**src/rtl/uart_rx_ovs.sv**
```systemverilog
// uart_rx_ovs - oversampling UART receiver with an RX FIFO.
//
// A 2-flop synchroniser feeds a bit-timing FSM. Each bit is sampled three
// times around its centre, and the receiver uses the majority of those
// three samples. A completed character is written into a first-word-fall-
// through FIFO as {ferr, perr, data}. The block also detects line breaks,
// raises a receive timeout when the line stays idle, and drives RTS for
// flow control.
//
// Ports
//   clk, rst_n          system clock, asynchronous active-low reset
//   rx                  serial input (asynchronous, idles high)
//   cfg_en              receiver enable
//   cfg_div             clk cycles per oversample tick (0 behaves as 1)
//   cfg_data_bits       character length, clamped to [5, MAX_DATA_BITS]
//   cfg_parity_en/odd   parity bit present / odd parity
//   cfg_stop2           two stop bits
//   cfg_timeout         idle bit-times before timeout_irq (0 = disabled)
//   rx_data/perr/ferr   FIFO head entry, zero while the FIFO is empty
//   rx_valid, rx_ready  head handshake; the head is popped when both are high
//   fifo_level/full/empty  FIFO status
//   overrun, brk        one-cycle event pulses
//   timeout_irq         receive-timeout level
//   rts_n               registered flow control, low = ready to receive
//
// State table
//   IDLE    | waiting for a falling edge on the synced line
//   START   | start bit; a majority of 1 means a false start
//   DATA    | data bits, LSB first
//   PARITY  | parity bit
//   STOP1   | first stop bit; push here unless two stop bits are configured
//   STOP2   | second stop bit; push here
//   BRKWAIT | break seen, wait for the line to return high
module uart_rx_ovs #(
    parameter int MAX_DATA_BITS = 9,
    parameter int OVS           = 16,
    parameter int FIFO_DEPTH    = 16,
    parameter int DIV_W         = 16,
    parameter int RTS_MARGIN    = 2
) (
    input  logic                               clk,
    input  logic                               rst_n,
    input  logic                               rx,
    input  logic                               cfg_en,
    input  logic [DIV_W-1:0]                   cfg_div,
    input  logic [3:0]                         cfg_data_bits,
    input  logic                               cfg_parity_en,
    input  logic                               cfg_parity_odd,
    input  logic                               cfg_stop2,
    input  logic [7:0]                         cfg_timeout,
    output logic [MAX_DATA_BITS-1:0]           rx_data,
    output logic                               rx_perr,
    output logic                               rx_ferr,
    output logic                               rx_valid,
    input  logic                               rx_ready,
    output logic [$clog2(FIFO_DEPTH+1)-1:0]    fifo_level,
    output logic                               fifo_full,
    output logic                               fifo_empty,
    output logic                               overrun,
    output logic                               brk,
    output logic                               timeout_irq,
    output logic                               rts_n
);
    localparam int OVS_W = $clog2(OVS);
    localparam int PTR_W = $clog2(FIFO_DEPTH);
    localparam int LVL_W = $clog2(FIFO_DEPTH+1);
    localparam int ENT_W = MAX_DATA_BITS + 2;

    localparam logic [OVS_W-1:0] SAMP_A = OVS_W'(OVS/2 - 1);
    localparam logic [OVS_W-1:0] SAMP_B = OVS_W'(OVS/2);
    localparam logic [OVS_W-1:0] SAMP_C = OVS_W'(OVS/2 + 1);
    localparam logic [OVS_W-1:0] OVS_LAST = OVS_W'(OVS - 1);

    typedef enum logic [2:0] {
        IDLE, START, DATA, PARITY, STOP1, STOP2, BRKWAIT
    } state_t;

    // synchroniser and edge history
    logic rx_meta, rx_sync, rx_prev;

    always_ff @(posedge clk or negedge rst_n) begin
        if (!rst_n) begin
            rx_meta <= 1'b1;
            rx_sync <= 1'b1;
            rx_prev <= 1'b1;
        end else begin
            rx_meta <= rx;
            rx_sync <= rx_meta;
            rx_prev <= rx_sync;
        end
    end

    // oversample tick generator
    logic [DIV_W-1:0] div_cnt, div_last;
    logic             tick;

    assign div_last = (cfg_div == '0) ? '0 : cfg_div - DIV_W'(1);
    // >= keeps the divider from running away if cfg_div shrinks mid-count
    assign tick     = cfg_en && (div_cnt >= div_last);

    always_ff @(posedge clk or negedge rst_n) begin
        if (!rst_n)
            div_cnt <= '0;
        else if (!cfg_en || tick)
            div_cnt <= '0;
        else
            div_cnt <= div_cnt + DIV_W'(1);
    end

    // receive FSM
    state_t                   state;
    logic [OVS_W-1:0]         ovs_cnt;
    logic [3:0]               bit_cnt, n_bits;
    logic                     samp_a, samp_b, maj;
    logic [MAX_DATA_BITS-1:0] data_sr;
    logic                     par_bit, ferr_acc, saw_one;
    logic                     par_en, par_odd, stop2;
    logic                     push_req, start_det;
    logic [ENT_W-1:0]         push_entry;
    logic                     fin_ferr, fin_perr, fin_brk;

    assign maj      = (samp_a & samp_b) | (samp_a & rx_sync) | (samp_b & rx_sync);
    assign fin_ferr = ferr_acc | ~maj;
    assign fin_perr = par_en & ((^data_sr ^ par_bit) != par_odd);
    // break: every majority after the start bit, including this last stop bit, was 0
    assign fin_brk  = ~saw_one & ~maj;

    always_ff @(posedge clk or negedge rst_n) begin
        if (!rst_n) begin
            state      <= IDLE;
            ovs_cnt    <= '0;
            bit_cnt    <= '0;
            n_bits     <= 4'd8;
            samp_a     <= 1'b1;
            samp_b     <= 1'b1;
            data_sr    <= '0;
            par_bit    <= 1'b0;
            ferr_acc   <= 1'b0;
            saw_one    <= 1'b0;
            par_en     <= 1'b0;
            par_odd    <= 1'b0;
            stop2      <= 1'b0;
            push_req   <= 1'b0;
            push_entry <= '0;
            brk        <= 1'b0;
            start_det  <= 1'b0;
        end else begin
            push_req  <= 1'b0;
            brk       <= 1'b0;
            start_det <= 1'b0;
            if (!cfg_en) begin
                state <= IDLE;
            end else begin
                case (state)
                    IDLE: begin
                        if (rx_prev && !rx_sync) begin
                            state     <= START;
                            start_det <= 1'b1;
                            ovs_cnt   <= '0;
                            bit_cnt   <= '0;
                            data_sr   <= '0;
                            par_bit   <= 1'b0;
                            ferr_acc  <= 1'b0;
                            saw_one   <= 1'b0;
                            par_en    <= cfg_parity_en;
                            par_odd   <= cfg_parity_odd;
                            stop2     <= cfg_stop2;
                            if (cfg_data_bits < 4'd5)
                                n_bits <= 4'd5;
                            else if (cfg_data_bits > 4'(MAX_DATA_BITS))
                                n_bits <= 4'(MAX_DATA_BITS);
                            else
                                n_bits <= cfg_data_bits;
                        end
                    end
                    BRKWAIT: begin
                        if (rx_sync)
                            state <= IDLE;
                    end
                    default: begin
                        if (tick) begin
                            ovs_cnt <= (ovs_cnt == OVS_LAST) ? '0 : ovs_cnt + OVS_W'(1);
                            if (ovs_cnt == SAMP_A)
                                samp_a <= rx_sync;
                            if (ovs_cnt == SAMP_B)
                                samp_b <= rx_sync;
                            if (ovs_cnt == SAMP_C) begin
                                if (state != START && maj)
                                    saw_one <= 1'b1;
                                if ((state == STOP1 || state == STOP2) && !maj)
                                    ferr_acc <= 1'b1;
                                case (state)
                                    START:   if (maj) state <= IDLE;
                                    DATA:    data_sr[bit_cnt] <= maj;
                                    PARITY:  par_bit <= maj;
                                    default: ;
                                endcase
                                if (state == STOP2 || (state == STOP1 && !stop2)) begin
                                    push_req <= 1'b1;
                                    if (fin_brk) begin
                                        push_entry <= {1'b1, 1'b0, {MAX_DATA_BITS{1'b0}}};
                                        brk        <= 1'b1;
                                        state      <= BRKWAIT;
                                    end else begin
                                        push_entry <= {fin_ferr, fin_perr, data_sr};
                                        state      <= IDLE;
                                    end
                                end
                            end
                            if (ovs_cnt == OVS_LAST) begin
                                case (state)
                                    START: begin
                                        state   <= DATA;
                                        bit_cnt <= '0;
                                    end
                                    DATA: begin
                                        if (bit_cnt == n_bits - 4'd1)
                                            state <= par_en ? PARITY : STOP1;
                                        else
                                            bit_cnt <= bit_cnt + 4'd1;
                                    end
                                    PARITY:  state <= STOP1;
                                    STOP1:   state <= STOP2;
                                    default: ;
                                endcase
                            end
                        end
                    end
                endcase
            end
        end
    end

    // FWFT FIFO
    logic [ENT_W-1:0] mem [FIFO_DEPTH];
    logic [PTR_W-1:0] wr_ptr, rd_ptr;
    logic             do_push, do_pop;
    logic [ENT_W-1:0] head;

    assign fifo_empty = (fifo_level == '0);
    assign fifo_full  = (fifo_level == LVL_W'(FIFO_DEPTH));
    assign rx_valid   = ~fifo_empty;
    assign do_pop     = rx_valid & rx_ready;
    // a full FIFO still accepts a push when the head leaves in the same cycle
    assign do_push    = push_req & (~fifo_full | do_pop);
    assign head       = mem[rd_ptr];
    assign rx_data    = rx_valid ? head[MAX_DATA_BITS-1:0] : '0;
    assign rx_perr    = rx_valid & head[MAX_DATA_BITS];
    assign rx_ferr    = rx_valid & head[MAX_DATA_BITS+1];

    always_ff @(posedge clk) begin
        if (do_push)
            mem[wr_ptr] <= push_entry;
    end

    always_ff @(posedge clk or negedge rst_n) begin
        if (!rst_n) begin
            wr_ptr     <= '0;
            rd_ptr     <= '0;
            fifo_level <= '0;
            overrun    <= 1'b0;
        end else begin
            overrun <= push_req & ~do_push;
            if (do_push)
                wr_ptr <= wr_ptr + PTR_W'(1);
            if (do_pop)
                rd_ptr <= rd_ptr + PTR_W'(1);
            case ({do_push, do_pop})
                2'b10:   fifo_level <= fifo_level + LVL_W'(1);
                2'b01:   fifo_level <= fifo_level - LVL_W'(1);
                default: ;
            endcase
        end
    end

    // receive timeout: bit-times spent idle while data waits in the FIFO
    logic [OVS_W-1:0] idle_tick;
    logic [7:0]       idle_bits;
    logic             counting, to_clr;

    assign counting = rx_valid && (state == IDLE) && cfg_en;
    assign to_clr   = push_req | do_pop | start_det;

    always_ff @(posedge clk or negedge rst_n) begin
        if (!rst_n) begin
            idle_tick   <= '0;
            idle_bits   <= '0;
            timeout_irq <= 1'b0;
        end else begin
            if (to_clr) begin
                idle_tick <= '0;
                idle_bits <= '0;
            end else if (counting && tick) begin
                if (idle_tick == OVS_LAST) begin
                    idle_tick <= '0;
                    if (idle_bits != 8'hFF)
                        idle_bits <= idle_bits + 8'd1;
                end else begin
                    idle_tick <= idle_tick + OVS_W'(1);
                end
            end
            if (push_req || do_pop)
                timeout_irq <= 1'b0;
            else if (cfg_timeout != 8'd0 && idle_bits >= cfg_timeout)
                timeout_irq <= 1'b1;
        end
    end

    always_ff @(posedge clk or negedge rst_n) begin
        if (!rst_n)
            rts_n <= 1'b1;
        else
            rts_n <= ~cfg_en | (fifo_level >= LVL_W'(FIFO_DEPTH - RTS_MARGIN));
    end

endmodule
```
**config.mk**
```make
export PLATFORM = sky130hd
export DESIGN_NAME = uart_rx_ovs
export DESIGN_NICKNAME = d
export VERILOG_FILES = /design/src/rtl/uart_rx_ovs.sv
export SDC_FILE = /design/constraint.sdc
export NUM_CORES = 1
export LEC_CHECK = 0
export ABC_AREA = 1
export CORE_UTILIZATION = 35
export CTS_BUF_LIST = sky130_fd_sc_hd__clkbuf_16
export DETAILED_ROUTE_END_ITERATION = 10
export RECOVER_POWER = 100
export SLEW_MARGIN = 20
export SYNTH_ARGS = -nofsm -noshare
export SYNTH_HDL_FRONTEND = slang
export SYNTH_SLANG_ARGS = --single-unit
```
**constraint.sdc**
```tcl
create_clock -name clk -period 6.9 [get_ports clk]
set_input_delay 1.38 -clock clk [delete_from_list [all_inputs] [get_ports clk]]
set_output_delay 1.38 -clock clk [all_outputs]
set_load 0.01 [all_outputs]
```
* Word-level counts from Yosys, hierarchy flattened
Memory sizes are Yosys's and may differ from the RTL's.
Index checks and enable logic that the tools add are counted.
** Word-level totals
- Word-level logic and storage cells :: 222
- Bits in writable memories :: 176
- Memories kept :: 1
- Register bits :: 93
** Cells by class
- Add/sub/neg operators :: 11
- Reduce and logical (&&, ||, !) cells :: 49
- Eq/ne operators :: 23
- Bitwise operators :: 26
- Order comparisons :: 7
- Muxes and demuxes :: 76
** Memories
- mem :: depth 16, bits a word 11, read ports 1, clocked after Yosys merged registers in 0, wr ports 1, line 235 : logic [ENT_W-1:0] mem [FIFO_DEPTH];
** Operator list (count)
- two-way mux 9 bit :: 5
- two-way mux 4 bit :: 11
- two-way mux 3 bit :: 12
- two-way mux 16 bit :: 2
- two-way mux 8 bit :: 4
- two-way mux 1 bit :: 29
- one-hot mux 4 bit (2 select lines) :: 3
- AND reduction 6 bit :: 4
- nonzero test 2 bit :: 12
- adder 4 x 1 -> 4 bit, second input constant :: 5
- one-hot mux 9 bit (2 select lines) :: 1
- adder 16 x 1 -> 16 bit, second input constant :: 1
- equality test 4 bit, second input constant :: 4
- greater-or-equal comparator 16 bit :: 1
- logical NOT 16 bit :: 1
- subtractor 16 x 1 -> 16 bit, second input constant :: 1
- one-hot mux 3 bit (4 select lines) :: 1
- AND reduction 4 bit :: 3
- two-way mux 11 bit :: 1
- AND 1 bit :: 10
- logical AND 1 bit :: 10
- one-hot mux 5 bit (2 select lines) :: 1
- bitwise mux 9 bit :: 1
- equality test 3 bit, second input constant :: 3
- other kinds (40) :: 66

* Depth between registers and ports, before layout
Gate-level depths: netlist of run 1.
- Word-level depth :: 14
- Depth in mapped cells :: 24
- Gate-level depth less buffers :: 23

* Worst setup path before layout of run 1
No wires, ideal clock.
- Kind :: input port to flip-flop
- Start :: input cfg_div[0]
- End :: register data_sr[0]
- Buffers on the path :: 2
- Cell stages on the path :: 18
- Path slack :: 2891 ps
- Arrival time :: 3942 ps
- Library setup time :: 67 ps
- Cells stage by stage :: inv_1 ha_1 nand2_1 nor4_1 nand2_1 o21ai_0 nand3_1 ha_1 nand2_1 nor3_1 nand2_1 nand3_2 nand2_1 nand2_1 buf_4 buf_2 nand4_1 nand2_1
** Between the ends
- Word-level cells in the longest chain between the ends :: 6
- Elaborated cells between the ends (all ways) :: 7
- Classes of those cells :: add/sub: 1; order compare: 1; mux: 1; reduce/logical: 4
** RTL lines
- start, declared :: line 45 : input logic [DIV_W-1:0] cfg_div,
- subtractor 16 x 1 -> 16 bit or logical NOT 16 bit (tied branches) :: line 97 : assign div_last = (cfg_div == '0) ? '0 : cfg_div - DIV_W'(1);
- two-way mux 16 bit (*) :: line 97
- greater-or-equal comparator 16 bit (*) :: line 99 : assign tick = cfg_en && (div_cnt >= div_last);
- logical AND 1 bit (*) :: line 99
- nonzero test 2 bit (no source line) (*)
- AND reduction 6 bit (no source line) (*)
- end signal, assigned by index :: line 194 : DATA: data_sr[bit_cnt] <= maj;
- end, declared :: line 115 : logic [MAX_DATA_BITS-1:0] data_sr;
Every way passes the cells marked *; elsewhere a longest branch is shown, timed or not.
A chain may end at the register's enable or synchronous reset.

* Final worst setup path of run 1
- Start :: register rd_ptr[1]
- End :: output rx_ferr
** Between the ends
- Word-level cells in the longest chain between the ends :: 2
** RTL lines
- start, declared :: line 236 : logic [PTR_W-1:0] wr_ptr, rd_ptr;
- start signal, assigned :: line 267 : rd_ptr <= rd_ptr + PTR_W'(1);
- memory (16 x 11 bit)
- AND 1 bit :: line 249 : assign rx_ferr = rx_valid & head[MAX_DATA_BITS+1];
- end, declared :: line 53 : output logic rx_ferr,
Every way passes these cells.

==> flow_metrics.py, run 1 <==
metrics = {
    "floorplanning": {
        "initial_core_util": 0.3551,
        "core_area_mm2": 0.03661,
        "die_h_um": 194.7,
        "die-area_mm2": 0.03792,
        "io_pins": 59,
        "placement_rows": 70,
        "dieWidth_um": 194.7,
    },
    "layout": {
        "num_antenna_cells": 0,
        "area_growth_pct": 14.42,
        "final_layout_size_suffix_gt1_frac": 0.05245,
        "stdcell_count": 1879,
        "fin_util": 0.4063,
        "nets": 1471,
        "final_area_mm2": 0.01487,
    },
    "sta": {
        "finClkSkew_ns": 0.008648,
        "finalHoldViolCount": 0,
        "worstMarginPinSlew_ns": 2.596,
        "hold_slack_ns": 0.3637,
        "max_freq_ghz": 0.1736,
        "setup_tns_ns": 0,
        "worst_slack_ns": 1.138,
        "setup_viol": 0,
        "rsz0062_at_grt": "no",
        "fin_crit_sh": 0.8350,
        "final.min_clock_period_ns": 5.762,
        "slew_viol_final": 111,
        "slew-limit-headroom": -0.7306,
    },
    "logic_synthesis": {
        "synth_area_mm2": 0.01300,
        "synth-async-reset-ratio": 0.3457,
        "synthTopCellsByCount": "nand2_1 (225), nor2_1 (206), edfxtp_1 (176)",
        "yosys_warnings": 0,
        "synth_top_area_frac": 0.4065,
        "yosysSeqAreaShare": 0.5862,
        "yosys_most_used_dff": "edfxtp_1",
        "synth.most_common_cell": "nand2_1",
        "syn-num-nets": 1413,
        "yosysUniqueCellTypes": 46,
        "yosys.area.top_type": "edfxtp_1",
        "avgSynthCellArea_um2": 9.767,
        "synth_seq_cells": 269,
        "synth_edf_count": 176,
        "synthTopCellsByArea": "edfxtp_1 (41%), dfrtp_1 (17%), nand2_1 (6.5%), nor2_1 (5.9%), o21ai_0 (5.2%)",
        "postSynthCellCount": 1331,
    },
    "grt": {
        "antenna_found_initial": 0,
        "grt_pass1_vias": 9057,
        "grt_max_degree": 89,
        "grtUsageTotal": 0.1554,
        "grt_pass1_wl_um": 47650,
        "overflow": 0,
    },
    "worst_setup_path": {
        "critical_path_class": "flop to output port",
        "worstPathCellList": "buf_4, inv_1, clkbuf_1, o21ai_0, o22ai_1, nor2_1, nor2_1, o21ai_0, a21oi_1, dlygate4sd3_1",
        "arrival_ns": 4.38,
        "r2r_cells": 13,
        "worstPathRequired_ns": 5.52,
        "cp_slowest_cell": "clkbuf_1",
        "cp_max_fo": 47,
        "worstSetupEndpointType": "output port",
        "start_kind": "flop",
        "cpPeakStageDelay_ns": 0.84,
    },
    "cts": {
        "ctsHtreeMaxLevel": 1,
        "cts_buffers": 28,
        "cts.sinks": 269,
        "cts_hold_buf": 0,
        "cts_setup_buffers": 0,
        "clock_latency_ns": 0.54,
        "cts.clk_slew.worst_paths_ns": 0.06,
        "cts_tree": "done",
        "cts-root-buf": "clkbuf_16",
        "cts_buffer_depth": 3,
        "cts_resized": 0,
    },
    "route": {
        "avgViaCountPerCell": 5.020,
        "drt_iter0_drc": 612,
        "detail_route.first_pass.iterations": 6,
        "wl_um": 29380,
        "vias": 9433,
        "ant_nets": 0,
        "drc": 0,
        "wl_per_cell_um": 15.64,
    },
    "power_and_ir_drop": {
        "p_leak_nw": 6.317,
        "p_int_mw": 3.113,
        "seqPwrFrac": 0.383,
        "sw_frac_of_total": 0.3515,
        "ir_drop_uv": 206.5,
        "power.total_mw": 4.800,
        "powerDensity_mw_per_mm2": 322.7,
        "switchingPower_mw": 1.687,
        "clockPowerShare": 0.291,
        "pwr-share-comb": 0.326,
    },
    "placed_design": {
        "dp_slack_ns": 1.404,
        "post_dp_cell_area_mm2": 0.01410,
        "portBuffers": 58,
        "gp_congestion": 0.8092,
        "dp_hpwl_um": 19160,
        "place_inst": 1827,
    },
    "status": {
        "violations": "max-capacitance violations, max-slew violations",
        "outcome": "complete, but fails checks",
    },
    "run": {
        "drv_cap": 3,
    },
    "hold_path": {
        "min_path_type": "flop to flop",
        "hold_depth": 0,
    },
}
[cell families after synthesis]
family,count (synthesis),share of synthesized area
AOI/OAI and AO/OA,232,0.1032
buffers and inverters,155,0.04639
and+or+nand+nor,594,0.1957
adders and majority gates,47,0.04562
xor gates and xnor gates,34,0.02291
DFF,269,0.5862
[final cells by class]
class | instances | area (um^2)
inverter | 109 | 409.1
multi-input combinational | 907 | 4753
tap | 468 | 585.6
sequential | 269 | 7622
clock inverter | 24 | 146.4
clock buffer | 28 | 700.7
timing repair buffer | 74 | 656.9
fill | 3647 | 21740
[metal layers]
metal	wire [um]	track usage
met1	13860	0.2126
met2	13830	0.2655
met3	1337	0.01961
met4	353	0.02851
met5	0	0
[flip-flops by register name, indices dropped and copies added, names as in the netlist, 3 cells and up]
register / count
data_sr: 9
idle_bits: 8
state: 3
div_cnt: 16
n_bits: 4
bit_cnt: 4
ovs_cnt: 4
wr_ptr: 4
rd_ptr: 4
push_entry: 11
idle_tick: 4
fifo_level: 5
mem: 176
[cell usage in the layout (no fill, tap or decap), drive strengths merged, types with 6 or more instances in the layout]
| cell | n |
|---|---|
| a21oi | 37 |
| buf | 6 |
| clkbuf | 39 |
| clkdlybuf4s50 | 32 |
| clkinv | 15 |
| dfrtp | 86 |
| dfstp | 7 |
| dlygate4sd3 | 25 |
| edfxtp | 176 |
| ha | 45 |
| inv | 114 |
| nand2 | 229 |
| nand3 | 86 |
| nand4 | 31 |
| nor2 | 211 |
| nor3 | 19 |
| o21ai | 136 |
| o221ai | 30 |
| o22ai | 14 |
| or2 | 9 |
| xnor2 | 13 |
| xor2 | 21 |
[power by group through the flow]
stage / Clock [mW] / Combinational, mW / Sequential, mW
6_report: 1.40 / 1.57 / 1.84
5_1_grt: 1.48 / 1.76 / 1.85
4_1_cts: 1.43 / 1.61 / 1.84
3_5_place_dp: 0 / 1.61 / 1.87
3_3_place_gp: 0 / 1.58 / 1.87
2_1_floorplan: 0 / 1.06 / 1.86
[critical path: cells and delay by family (launching register included)]
family / cells / cell delay [ns]
buffers and inverters: 4 / 2.44
AND/OR/NAND/NOR: 2 / 0.18
flip-flops: 1 / 0.36
AO/OA/AOI/OAI: 4 / 0.84
[worst paths after layout]
| path | startpoint | to | slack, ns |
|---|---|---|---|
| min in group asynchronous | rst_n | par_odd | 1.59 |
| worst min-delay path | rx_meta | rx_sync | 0.36 |
| worst min register to register | rx_meta | rx_sync | 0.36 |
| max in group asynchronous | rst_n | idle_bits[1] | 1.90 |
| worst max-delay path | rd_ptr[1] | rx_ferr | 1.14 |
| worst max register to register | fifo_level[1] | fifo_level[4] | 3.12 |
No activity file was read; power rests on OpenSTA's default activity.
==> inputs of run 2 (changes only) <==
==> constraint.sdc (replaced) <==
create_clock -name clk -period 5 [get_ports clk]
set_input_delay 1 -clock clk [delete_from_list [all_inputs] [get_ports clk]]
set_output_delay 1 -clock clk [all_outputs]
set_load 0.01 [all_outputs]
==> run 2 against run 1 <==
The run still ends with max-capacitance violations, max-slew violations left. Critical path depth shrank 5. Sequential power grew 38%. Combinational power is 39% higher. Register-to-register slack got worse by 1.9 ns. Final area grew 0.33%. Sequential share of layout area down 0.16 points. Wire length fell by 0.75%. Setup slack worse by 0.58 ns. Non-clock buffer count increased by 6.
==> flow_metrics.py, run 2 (same netlist as run 1, synthesis figures left out) <==
metrics = {
    "power_and_ir_drop": {
        "p_int_mw": 4.328,
        "seqPwrFrac": 0.383,
        "powerDensity_mw_per_mm2": 443.6,
        "sw_frac_of_total": 0.3461,
        "p_leak_nw": 6.382,
        "clockPowerShare": 0.287,
        "switchingPower_mw": 2.291,
        "pwr-share-comb": 0.330,
        "ir_drop_uv": 270.0,
        "power.total_mw": 6.619,
    },
    "worst_setup_path": {
        "cp_slowest_cell": "nor2_1",
        "cp_top_family": "simple AND/OR/NAND/NOR gates",
        "rrSetupSlack_ns": 1.24,
        "arrival_ns": 3.44,
        "cpPeakStageDelay_ns": 1.22,
        "critPathBufInv": 2,
        "worstPathCellList": "inv_1, nand4_1, nor2_1, a21oi_1, dlygate4sd3_1",
        "cp_max_fo": 14,
        "crit_path_end": "rx_perr",
        "cp.depth": 5,
        "critPathLaunch": "fifo_level[1]",
        "worstPathRequired_ns": 4.00,
        "rr_startpoint": "fifo_level[1]",
        "worstSetupEndpointType": "output port",
        "r2r_cells": 14,
        "critical_path_class": "flop to output port",
        "worstReg2RegEnd": "fifo_level[4]",
        "start_kind": "flop",
    },
    "hold_path": {
        "min_path_type": "flop to flop",
    },
    "grt": {
        "grtUsageTotal": 0.1546,
        "grt_max_degree": 91,
        "overflow": 0,
        "grt_pass1_vias": 9041,
        "grt_pass1_wl_um": 47630,
        "antenna_found_initial": 1,
    },
    "sta": {
        "max_freq_ghz": 0.2251,
        "setup_tns_ns": 0,
        "rsz0062_at_grt": "no",
        "setup_viol": 0,
        "slew_viol_final": 72,
        "worstMarginPinSlew_ns": 3.161,
        "final.min_clock_period_ns": 4.442,
        "finClkSkew_ns": 0.01031,
        "fin_crit_sh": 0.8884,
        "finalHoldViolCount": 0,
        "slew-limit-headroom": -1.107,
        "hold_slack_ns": 0.3612,
    },
    "layout": {
        "final_common_cell": "nand2_1",
        "nets": 1476,
        "stdcell_count": 1883,
        "final_area_mm2": 0.01492,
        "layout_common_cells": "nand2_1 (227), nor2_1 (207), edfxtp_1 (176)",
        "final_layout_size_suffix_gt1_frac": 0.05442,
        "reg.largest.list": "mem: 176 flops, div_cnt: 16 flops, push_entry: 11 flops",
        "area_growth_pct": 14.79,
        "fill_cells": 3562,
        "largest-register": "mem",
        "num_antenna_cells": 0,
        "largest_reg_flops": 176,
    },
    "route": {
        "wl_met3_um": 1000,
        "m1WireLength_um": 14250,
        "highest_layer": "met5",
        "drc": 0,
        "wl_per_cell_um": 15.48,
        "avgViaCountPerCell": 5.035,
        "drt_iter0_drc": 556,
        "wl_met2_um": 13410,
        "wl_um": 29160,
        "vias": 9481,
        "ant_nets": 0,
        "detail_route.first_pass.iterations": 5,
    },
    "cts": {
        "cts_buffers": 27,
        "cts_setup_buffers": 0,
        "cts_resized": 0,
        "cts.sinks": 269,
        "ctsHtreeMaxLevel": 1,
        "cts_buffer_depth": 3,
        "cts.clk_slew.worst_paths_ns": 0.06,
        "cts-root-buf": "clkbuf_16",
        "clock_latency_ns": 0.54,
        "cts_tree": "done",
        "cts_hold_buf": 0,
    },
    "status": {
        "outcome": "complete, but fails checks",
        "violations": "max-capacitance violations, max-slew violations",
    },
    "floorplanning": {
        "die-area_mm2": 0.03792,
        "placement_rows": 70,
        "io_pins": 59,
        "die_h_um": 194.7,
        "dieWidth_um": 194.7,
        "core_area_mm2": 0.03661,
        "initial_core_util": 0.3551,
    },
    "placed_design": {
        "dp_hpwl_um": 19310,
        "post_dp_cell_area_mm2": 0.01415,
        "portBuffers": 58,
        "place_inst": 1833,
        "gp_congestion": 0.8073,
    },
    "run": {
        "drv_cap": 2,
    },
}
[run 2: per-stage QoR]
step	setup slack, ns	util
floorplan	1.371	-
global placement	0.3962	0.3865
detailed placement	0.2898	0.3866
CTS	0.7640	0.4094
global route	0.2550	0.4076
finish	0.5580	0.4076
[run 2: power groups by stage]
stage               registers (mW)  logic [mW]  clock network (mW)
finish                        2.53        2.18                1.90
global route                  2.55        2.46                2.03
CTS                           2.54        2.24                1.95
detailed placement            2.58        2.24                   0
global placement              2.58        2.20                   0
floorplan                     2.57        1.46                   0
[run 2: cell type report]
class	instances	area, um^2	share of cell area
clock buffers	27	675.6	0.04528
flip-flops and latches	269	7624	0.5109
multi-input cells	907	4758	0.3189
inverters	109	409.1	0.02742
repair buffers	80	711.9	0.04771
clock inverters	23	158.9	0.01065
well taps	468	585.6	0.03924
[run 2: per-layer routing]
layer,global-route usage,vias up
met2,0.2543,165
met3,0.01631,36
met5,0,-
met4,0.03322,2
met1,0.2200,4527
li1,-,4751
[run 2: how the worst min path moves through the flow]
stage	start	end	slack, ns	cells past startpoint
floorplan	rx_meta	rx_sync	0.35	0
global placement	rx_meta	rx_sync	0.35	0
detailed placement	rx_meta	rx_sync	0.35	0
CTS	rx_meta	rx_sync	0.36	0
global route	rx_meta	rx_sync	0.37	0
finish	rx_meta	rx_sync	0.36	0
==> inputs of run 3 (changes only) <==
--- a/config.mk
+++ b/config.mk
@@ -9,6 +9,7 @@
 export CORE_UTILIZATION = 35
 export CTS_BUF_LIST = sky130_fd_sc_hd__clkbuf_16
 export DETAILED_ROUTE_END_ITERATION = 10
+export GPL_TIMING_DRIVEN = 0
 export RECOVER_POWER = 100
 export SLEW_MARGIN = 20
 export SYNTH_ARGS = -nofsm -noshare
==> run 3 against run 2 <==
The run still ends with max-capacitance violations, max-slew violations left. Setup slack worse by 0.27 ns. Flip-flop and latch count unchanged. Critical path depth up 4. Sequential power about the same. Clock power up 8%. Register-to-register slack better by 0.59 ns. Critical endpoint is now rx_data[1]. Sequential share of layout area down 0.46 points. Fmax down 5.7%. Final area up 0.87%. Count of clock-buffer cells in the layout up 2.
==> flow_metrics.py, run 3 (same netlist as run 1, synthesis figures left out) <==
metrics = {
    "placed_design": {
        "dp_slack_ns": -0.02024,
        "gp_congestion": 0.9008,
        "portBuffers": 58,
        "dp_hpwl_um": 22670,
    },
    "sta": {
        "finClkSkew_ns": 0.02360,
        "max_freq_ghz": 0.2122,
        "rsz0062_at_grt": "no",
        "slew_viol_final": 96,
        "final.min_clock_period_ns": 4.712,
        "fin_crit_sh": 0.9425,
        "finalHoldViolCount": 0,
        "worstMarginPinSlew_ns": 1.711,
        "worst_slack_ns": 0.2877,
        "setup_viol": 0,
        "slew-limit-headroom": -0.1406,
    },
    "layout": {
        "final_common_cell": "nand2_1",
        "nets": 1502,
        "largest_reg_flops": 176,
        "final_layout_size_suffix_gt1_frac": 0.05340,
        "reg.largest.list": "mem: 176 flops, div_cnt: 16 flops, push_entry: 11 flops",
        "num_antenna_cells": 0,
        "area_growth_pct": 15.79,
        "largest-register": "mem",
        "layout_common_cells": "nand2_1 (227), nor2_1 (207), edfxtp_1 (176)",
    },
    "cts": {
        "cts_resized": 0,
        "clock_latency_ns": 0.55,
        "cts-root-buf": "clkbuf_16",
        "ctsHtreeMaxLevel": 1,
        "cts_buffers": 28,
        "cts_setup_buffers": 0,
        "cts.sinks": 269,
        "cts.clk_slew.worst_paths_ns": 0.06,
        "cts_buffer_depth": 3,
        "cts_hold_buf": 0,
        "cts_tree": "done",
    },
    "worst_setup_path": {
        "critical_path_class": "flop to output port",
        "r2r_cells": 14,
        "start_kind": "flop",
        "worstPathRequired_ns": 4.00,
        "cp_max_fo": 10,
        "arrival_ns": 3.71,
        "worstSetupEndpointType": "output port",
    },
    "route": {
        "detail_route.first_pass.iterations": 5,
        "drc": 0,
        "avgViaCountPerCell": 5.171,
        "vias": 9877,
        "wl_per_cell_um": 17.02,
        "ant_nets": 0,
        "wl_um": 32500,
        "drt_iter0_drc": 698,
    },
    "floorplanning": {
        "die_h_um": 194.7,
        "dieWidth_um": 194.7,
        "io_pins": 59,
        "placement_rows": 70,
        "core_area_mm2": 0.03661,
        "die-area_mm2": 0.03792,
        "initial_core_util": 0.3551,
    },
    "power_and_ir_drop": {
        "p_leak_nw": 6.416,
        "ir_drop_uv": 250.1,
        "power.total_mw": 6.957,
        "powerDensity_mw_per_mm2": 462.2,
    },
    "grt": {
        "grt_pass1_vias": 9469,
        "grt_max_degree": 68,
        "grt_pass1_wl_um": 51550,
        "antenna_found_initial": 0,
        "overflow": 0,
        "grtUsageTotal": 0.1723,
    },
    "status": {
        "violations": "max-capacitance violations, max-slew violations",
        "outcome": "complete, but fails checks",
    },
    "hold_path": {
        "min_path_type": "flop to flop",
        "hold_depth": 0,
    },
    "run": {
        "drv_cap": 2,
    },
}
run 3: changes by cell type in the layout (fill, tap and decap cells not counted), moves of 2 or more:
cell,change
clkbuf_16,+2
clkinv_2,+2
buf_2,+6
clkbuf_1,+28
buf_4,-8
clkdlybuf4s50_1,+2
dfrtp_2,-2
dlygate4sd3_1,-2
inv_1,-3
dfrtp_1,+2
run 3: power breakdown:
| group | total, mW | switching (mW) | internal, mW |
|---|---|---|---|
| registers | 2.54 | 0.0885 | 2.45 |
| clock network | 2.06 | 0.862 | 1.20 |
| logic | 2.36 | 1.54 | 0.816 |
run 3: layout make-up:
class | count | area [um^2]
tap | 468 | 585.6
clock buffer | 29 | 725.7
clock inverter | 23 | 182.7
multi-input combinational | 907 | 4758
timing repair buffer | 59 | 579.3
fill | 3586 | 21560
sequential | 269 | 7621
inverter | 109 | 409.1
buffer | 46 | 191.4
run 3: routing by layer:
layer  up-vias  track usage  share of wire
met5         -            0              0
met4         0      0.04791          0.024
met3        57      0.03210          0.071
met2       318       0.2802           0.47
met1      4705       0.2346           0.44
li1       4797            -              -
run 3: worst max-delay path: stages (launching register included):
cell and delay, ns:
dfrtp_1 0.38, clkbuf_1 0.24, inv_1 0.28, buf_2 0.29, clkbuf_1 0.47, nor2_1 0.08
o22ai_1 0.27, o21ai_0 0.24, a21oi_1 0.26, dlygate4sd3_1 0.64
run 3: per-stage QoR:
stage / utilization / TNS (ns) / cell area, um^2 / hold slack (ns) / cells
floorplan: - / 0 / 13000 / 0.3452 / 1331
global placement: 0.3869 / -59.36 / 14170 / 0.3460 / 1857
detailed placement: 0.3879 / -0.02024 / 14200 / 0.3468 / 1858
CTS: 0.4127 / 0 / 15110 / 0.3185 / 1910
global route: 0.4112 / 0 / 15050 / 0.3701 / 1910
finish: 0.4112 / 0 / 15050 / 0.3610 / 1910
run 3: path summary, 6_finish.rpt:
check                                   start             to  slack (ns)
worst max-delay path                rd_ptr[0]     rx_data[1]        0.29
worst min-delay path                  rx_meta        rx_sync        0.36
worst max register to register  fifo_level[1]  fifo_level[4]        1.83
worst min register to register        rx_meta        rx_sync        0.36
max in group asynchronous               rst_n       state[0]        1.73
min in group asynchronous               rst_n      rd_ptr[1]        0.85
